[config.mk]
export PLATFORM = sky130hd
export DESIGN_NAME = sirv_regvec_sync_reader_flat
export DESIGN_NICKNAME = d
export VERILOG_FILES = /design/src/rtl/sirv_regvec_sync_reader_pkg.sv /design/src/rtl/sirv_regvec_sync_reader_if.sv /design/src/rtl/sirv_regvec_sync_reader_sync_stage.sv /design/src/rtl/sirv_regvec_sync_reader.sv /design/src/flat_wrapper.sv
export SDC_FILE = /design/constraint.sdc
export NUM_CORES = 1
export LEC_CHECK = 0
export CAP_MARGIN = 20
export CELL_PAD_IN_SITES_DETAIL_PLACEMENT = 0
export CELL_PAD_IN_SITES_GLOBAL_PLACEMENT = 2
export CORE_UTILIZATION = 36
export DETAILED_ROUTE_END_ITERATION = 10
export MAX_ROUTING_LAYER = met4
export PLACE_DENSITY_LB_ADDON = 0.1
export RECOVER_POWER = 50
export SLEW_MARGIN = 20
export SYNTH_ARGS = -nofsm -noshare
export SYNTH_HDL_FRONTEND = slang
export SYNTH_SLANG_ARGS = --single-unit
[constraint.sdc]
create_clock -name clk -period 4.36 [get_ports clk]
set_input_delay 0.872 -clock clk [delete_from_list [all_inputs] [get_ports clk]]
set_output_delay 0.872 -clock clk [all_outputs]
set_load 0.1 [all_outputs]
[src/rtl/sirv_regvec_sync_reader_pkg.sv]
// Shared definitions for the AON register-vector reader: read FSM state encoding
// and default parameter values.
package sirv_regvec_defines;

  typedef enum logic [1:0] {
    ST_IDLE = 2'd0,
    ST_WAIT = 2'd1,
    ST_ACK  = 2'd2
  } rd_state_e;

  localparam int DEF_DW          = 3;
  localparam int DEF_SYNC_STAGES = 2;
  localparam int DEF_STABLE_CNT  = 4;

endpackage

[src/rtl/sirv_regvec_sync_reader_if.sv]
// 4-phase req/ack read port of the register-vector reader.
interface sirv_regvec_sync_reader_if #(
  parameter int DW = 3
);
  logic          i_rd_req;
  logic          o_rd_ack;
  logic [DW-1:0] o_rd_data;

  modport master (output i_rd_req, input o_rd_ack, input o_rd_data);
  modport slave  (input i_rd_req, output o_rd_ack, output o_rd_data);
endinterface

[src/rtl/sirv_regvec_sync_reader_sync_stage.sv]
// DW-wide, SYNC_STAGES-deep flop synchronizer with asynchronous active-low reset.
module sirv_regvec_sync_stage #(
  parameter int                DW          = 3,
  parameter int                SYNC_STAGES = 2,
  parameter logic [DW-1:0]     RST_VAL     = '0
) (
  input  logic          clk,
  input  logic          rst_n,
  input  logic [DW-1:0] d,
  output logic [DW-1:0] q
);

  logic [DW-1:0] chain [SYNC_STAGES];

  always_ff @(posedge clk or negedge rst_n) begin
    if (!rst_n) begin
      for (int i = 0; i < SYNC_STAGES; i++) chain[i] <= RST_VAL;
    end else begin
      chain[0] <= d;
      for (int i = 1; i < SYNC_STAGES; i++) chain[i] <= chain[i-1];
    end
  end

  assign q = chain[SYNC_STAGES-1];

endmodule

[src/rtl/sirv_regvec_sync_reader.sv]
// Synchronizes and stability-filters a foreign-domain vector and serves it over a
// 4-phase read port. Optional sticky change flag: SIRV_REGVEC_CHG_STICKY_EN.
//
// state   | meaning
// IDLE    | no read in progress
// WAIT    | request seen, waiting for a settled value
// ACK     | o_rd_data captured, acknowledge held until request drops
module sirv_regvec_sync_reader
  import sirv_regvec_defines::*;
#(
  parameter int            DW          = DEF_DW,
  parameter int            SYNC_STAGES = DEF_SYNC_STAGES,
  parameter int            STABLE_CNT  = DEF_STABLE_CNT,
  parameter logic [DW-1:0] RST_VAL     = '0
) (
  input  logic                          clk,
  input  logic                          rst_n,
  input  logic [DW-1:0]                 i_vec,
  sirv_regvec_sync_reader_if.slave      rd,
  output logic [DW-1:0]                 o_q,
  output logic                          o_chg
`ifdef SIRV_REGVEC_CHG_STICKY_EN
  ,
  input  logic                          i_chg_clr,
  output logic                          o_chg_sticky
`endif
);

  localparam int             CW      = $clog2(STABLE_CNT) + 1;
  localparam logic [CW-1:0]  CNT_MAX = CW'(STABLE_CNT - 1);

  logic [DW-1:0] sync_v;
  logic [DW-1:0] cand;
  logic [DW-1:0] q_next;
  logic [CW-1:0] cnt;
  logic [DW-1:0] rd_data;
  logic          settled;
  rd_state_e     state;

  sirv_regvec_sync_stage #(
    .DW          (DW),
    .SYNC_STAGES (SYNC_STAGES),
    .RST_VAL     (RST_VAL)
  ) u_sync (
    .clk   (clk),
    .rst_n (rst_n),
    .d     (i_vec),
    .q     (sync_v)
  );

  // o_q loads on the edge that observes the STABLE_CNT-th consecutive equal sample.
  always_comb begin
    q_next = o_q;
    if (sync_v != cand) begin
      if (STABLE_CNT == 1) q_next = sync_v;
    end else if ((cnt == CNT_MAX) || (cnt + 1'b1 == CNT_MAX)) begin
      q_next = cand;
    end
  end

  always_ff @(posedge clk or negedge rst_n) begin
    if (!rst_n) begin
      cand  <= RST_VAL;
      cnt   <= '0;
      o_q   <= RST_VAL;
      o_chg <= 1'b0;
    end else begin
      if (sync_v != cand) begin
        cand <= sync_v;
        cnt  <= '0;
      end else if (cnt != CNT_MAX) begin
        cnt <= cnt + 1'b1;
      end
      o_q   <= q_next;
      o_chg <= (q_next != o_q);
    end
  end

  // When settled no o_q update is pending, so the captured value cannot be stale.
  assign settled = (cnt == CNT_MAX) && (sync_v == cand) && (cand == o_q);

  always_ff @(posedge clk or negedge rst_n) begin
    if (!rst_n) begin
      state   <= ST_IDLE;
      rd_data <= RST_VAL;
    end else begin
      case (state)
        ST_IDLE: if (rd.i_rd_req) state <= ST_WAIT;
        ST_WAIT: begin
          if (!rd.i_rd_req) begin
            state <= ST_IDLE;
          end else if (settled) begin
            state   <= ST_ACK;
            rd_data <= o_q;
          end
        end
        ST_ACK:  if (!rd.i_rd_req) state <= ST_IDLE;
        default: state <= ST_IDLE;
      endcase
    end
  end

  assign rd.o_rd_ack  = (state == ST_ACK);
  assign rd.o_rd_data = rd_data;

`ifdef SIRV_REGVEC_CHG_STICKY_EN
  always_ff @(posedge clk or negedge rst_n) begin
    if (!rst_n)         o_chg_sticky <= 1'b0;
    else if (o_chg)     o_chg_sticky <= 1'b1;
    else if (i_chg_clr) o_chg_sticky <= 1'b0;
  end
`endif

endmodule
[src/flat_wrapper.sv]
// flat-port wrapper written by rule: the top's interface ports become plain ports
module sirv_regvec_sync_reader_flat import sirv_regvec_defines::*;
#(
  parameter int            DW          = DEF_DW,
  parameter int            SYNC_STAGES = DEF_SYNC_STAGES,
  parameter int            STABLE_CNT  = DEF_STABLE_CNT,
  parameter logic [DW-1:0] RST_VAL     = '0
)
  (clk, rst_n, i_vec, o_q, o_chg, rd_i_rd_req, rd_o_rd_ack, rd_o_rd_data);
  sirv_regvec_sync_reader_if #(.DW(DW)) rd_i ();
  input  logic clk;
  input  logic rst_n;
  input  logic [DW-1:0] i_vec;
  output logic [DW-1:0] o_q;
  output logic o_chg;
  input wire logic [$bits(rd_i.i_rd_req)-1:0] rd_i_rd_req;
  output wire logic [$bits(rd_i.o_rd_ack)-1:0] rd_o_rd_ack;
  output wire logic [$bits(rd_i.o_rd_data)-1:0] rd_o_rd_data;
  assign rd_i.i_rd_req = rd_i_rd_req;
  assign rd_o_rd_ack = rd_i.o_rd_ack;
  assign rd_o_rd_data = rd_i.o_rd_data;
  sirv_regvec_sync_reader #(.DW(DW), .SYNC_STAGES(SYNC_STAGES), .STABLE_CNT(STABLE_CNT), .RST_VAL(RST_VAL)) u_core (.clk(clk), .rst_n(rst_n), .i_vec(i_vec), .rd(rd_i), .o_q(o_q), .o_chg(o_chg));
endmodule
==> flow_summary.toml <==
[status]
run_status = "complete, no violations"

[grt]
pin_count_of_the_biggest_net_entering_global_routing = 22
grt_overflow = 0
grt_antenna_before_repair = 0
grt.total_usage_pct = 12.29
wire_length_of_the_first_global_routing_pass_um = 2187
grt_pass1_vias = 492

[setup_path]
worst_ep_arrival_time_ns = 1.98
worstSetupEndpointType = "primary output"
reg2reg_depth = 5
critical_path.max_fanout = 3
path_cells = "nor2b_1 > clkdlybuf4s50_1"
cpPeakStageDelay_ns = 1.15
startpoint_type = "flop"
worst_path_required_time_ns = 3.49
critical_path_class = "reg -> out"
cpMaxStageDelayCell = "clkdlybuf4s50_1"

[floorplanning]
row_count = 17
io-pin-count = 14
die_y_um = 50.19
coreArea_sq_um = 2191
die-width_um = 50.19
start_util_pct = 38.15
design.die.area_sq_um = 2519

[sta]
setup_repair_after_global_routing_missed_its_margin = "false"
worst_setup_slack_after_layout_ns = 1.507
minimum_clock_period_ns = 2.853
final_min_period_over_clock_period_pct = 65.44
drv_slew = 0
worst_slew_margin_rel_pct = 34.87
timing.final.hold_violations = 0
fmax_mhz = 350.5
count_of_endpoints_failing_setup_in_the_final_report = 0
final.setup.tns_ns = 0
tightest_slew_ns = 0.9739
finalClockSkew_ns = 0.004854

[drt]
routed_wirelength_um = 1180
detail_route.vias_per_cell = 4.462
detailedRoute.firstIterationViolations = 2
drc_errors = 0
via_count_of_the_routed_design = 464
detail_route.wl_per_cell_um = 11.35
postRouteAntennaNets = 0
first_pass_iters = 3

[yosys]
netlist_top_cells_count = "dfrtp_1 (21), nor2_1 (7), mux2_2 (6), xnor2_1 (6)"
synthesis.area_per_instance_sq_um = 13.27
postSynthNetCount = 72
post_synth_num_cell_types = 20
synth.cell_area_sq_um = 835.8
yosys_register_bits = 21
async_flop_share_pct = 100.0
yosys.area.top_type = "dfrtp_1"
yosys.cell_count.top_type = "dfrtp_1"
synthTopCellsByArea = "dfrtp_1 (63%), mux2_2 (8.1%), xnor2_1 (6.3%), ha_1 (4.5%), nor2_1 (3.1%)"
yosysSeqAreaShare_pct = 62.87
synth_ff_type = "dfrtp_1"
synth_top_area_share_pct = 62.87
syn_inst = 63
synth_warnings = 0
synth_enable_flop_cells = 0

[clock_network]
clock_sink_count = 21
clk_lat_worst_skew_ns = 0.29
post-cts-setup-buffers = 0
cts_hold_repair.buffers = 0
cts_root_buffer = "clkbuf_4"
numCtsBuffers = 3
ctsResizeCount = 0
htreeDepth = 1
clock_tree_from_tritoncts = "built"
cts_buffer_depth = 2
clk_pin_slew_ns = 0.11

[power]
netSwitchingPower_uw = 98.32
share_comb_of_total_power_pct = 15.0
pwr-share-seq_pct = 59.4
share_clk_of_total_power_pct = 25.6
power_report.internal_total_uw = 256.0
cellPowerDensity_nw_per_um2 = 350.4
ir_drop_v = 0.0001833
cellLeakagePower_uw = 0.0004481
power.switching_fraction_pct = 27.75

[place]
dpl_worst_slack_ns = 1.831
detailed_place_hpwl_um = 836.4
port-buffer-count = 13
gp_congestion = 0.6784

[hold_path]
whs_path_depth = 0
hold_class = "reg -> reg"

[final_layout]
proportion_of_layout_cells_with_a_drive_suffix_above_1_pct = 14.47
fin_nets = 86
area_growth_syn_to_layout_pct = 20.96
number_of_antenna_repair_diodes = 0

[run]
cap_violations = 0
state kept, by name (all words and copies together) (netlist names):
| signal | flops |
|---|---|
| u_core.o_chg | 1 |
| u_core.u_sync.q | 3 |
| u_core.o_q | 3 |
| u_core.cnt | 3 |
| u_core.u_sync.chain | 3 |
| u_core.state | 2 |
| u_core.cand | 3 |
| u_core.rd.o_rd_data | 3 |
cell usage in the layout (no fill, tap or decap), drive strengths merged:
master,n
a21oi,3
and2,1
clkbuf,4
clkdlybuf4s50,9
dfrtp,21
dlygate4sd3,4
ha,3
inv,2
mux2,6
nand2,1
nand3,2
nor2,7
nor2b,1
nor3,1
nor4,2
o21a,1
or2b,1
xnor2,6
xor2,1
cell type report:
class / instances / area, sq um
fill: 214 / 1180
sequential: 21 / 525.5
multi-input combinational: 36 / 286.5
timing repair buffer: 13 / 130.1
tap: 28 / 35.03
clock buffer: 4 / 26.28
inverter: 2 / 7.507
critical path: cells and delay by family, from the launching register on:
kind / cells / cell delay (ns)
buffers and inverters: 1 / 1.15
and+or+nand+nor: 1 / 0.17
DFF: 1 / 0.37
final timing paths:
check / start / slack [ns] / end
min reg2reg: u_core.u_sync.chain[4]$_DFF_PN0_ / 0.36 / u_core.u_sync.q[1]$_DFF_PN0_
max: u_core.state[1]$_DFFE_PN0P_ / 1.51 / rd_o_rd_ack
max in group asynchronous: rst_n / 2.65 / u_core.u_sync.q[2]$_DFF_PN0_
max reg2reg: u_core.cnt[0]$_DFFE_PN0P_ / 2.55 / u_core.rd.o_rd_data[2]$_DFFE_PN0P_
min: u_core.u_sync.chain[4]$_DFF_PN0_ / 0.36 / u_core.u_sync.q[1]$_DFF_PN0_
min in group asynchronous: rst_n / 1.15 / u_core.o_chg$_DFF_PN0_
stage by stage:
step | cell area [sq um] | utilization (%) | total power, uW | std cells | hold slack, ns
2_1_floorplan | 835.8 | - | 251.4 | 63 | 0.3312
3_3_place_gp | 984.7 | 44.95 | 268.8 | 100 | 0.3320
3_5_place_dp | 984.7 | 44.95 | 268.7 | 100 | 0.3363
4_1_cts | 1011 | 46.15 | 361.0 | 104 | 0.3642
5_1_grt | 1011 | 46.15 | 370.5 | 104 | 0.3678
6_report | 1011 | 46.15 | 354.3 | 104 | 0.3591
kinds of logic after synthesis:
group / after synthesis / share of synthesized area, %
AOI/OAI and AO/OA: 4 / 2.694
xor gates and xnor gates: 7 / 7.335
adders and majority gates: 3 / 4.491
buffers and inverters: 6 / 2.844
DFF: 21 / 62.87
muxes: 6 / 8.083
and+or+nand+nor: 16 / 11.68
power by group through the flow:
| stage | clock network, uW | logic [uW] | registers (uW) |
|---|---|---|---|
| finish | 90.8 | 53.0 | 210 |
| CTS | 95.9 | 54.4 | 211 |
| detailed placement | 0 | 54.2 | 214 |
| floorplan | 0 | 16.9 | 234 |
| global placement | 0 | 54.5 | 214 |
| global route | 102 | 56.9 | 212 |
routing by layer:
| metal | track usage, % | routed length (um) | vias to the layer above |
|---|---|---|---|
| li1 | - | - | 229 |
| met1 | 15.38 | 563 | 226 |
| met2 | 18.22 | 569 | 7 |
| met3 | 1.818 | 29 | 2 |
| met4 | 8.571 | 17 | 0 |
| met5 | - | 0 | - |
No activity file was read; power rests on OpenSTA's default activity.
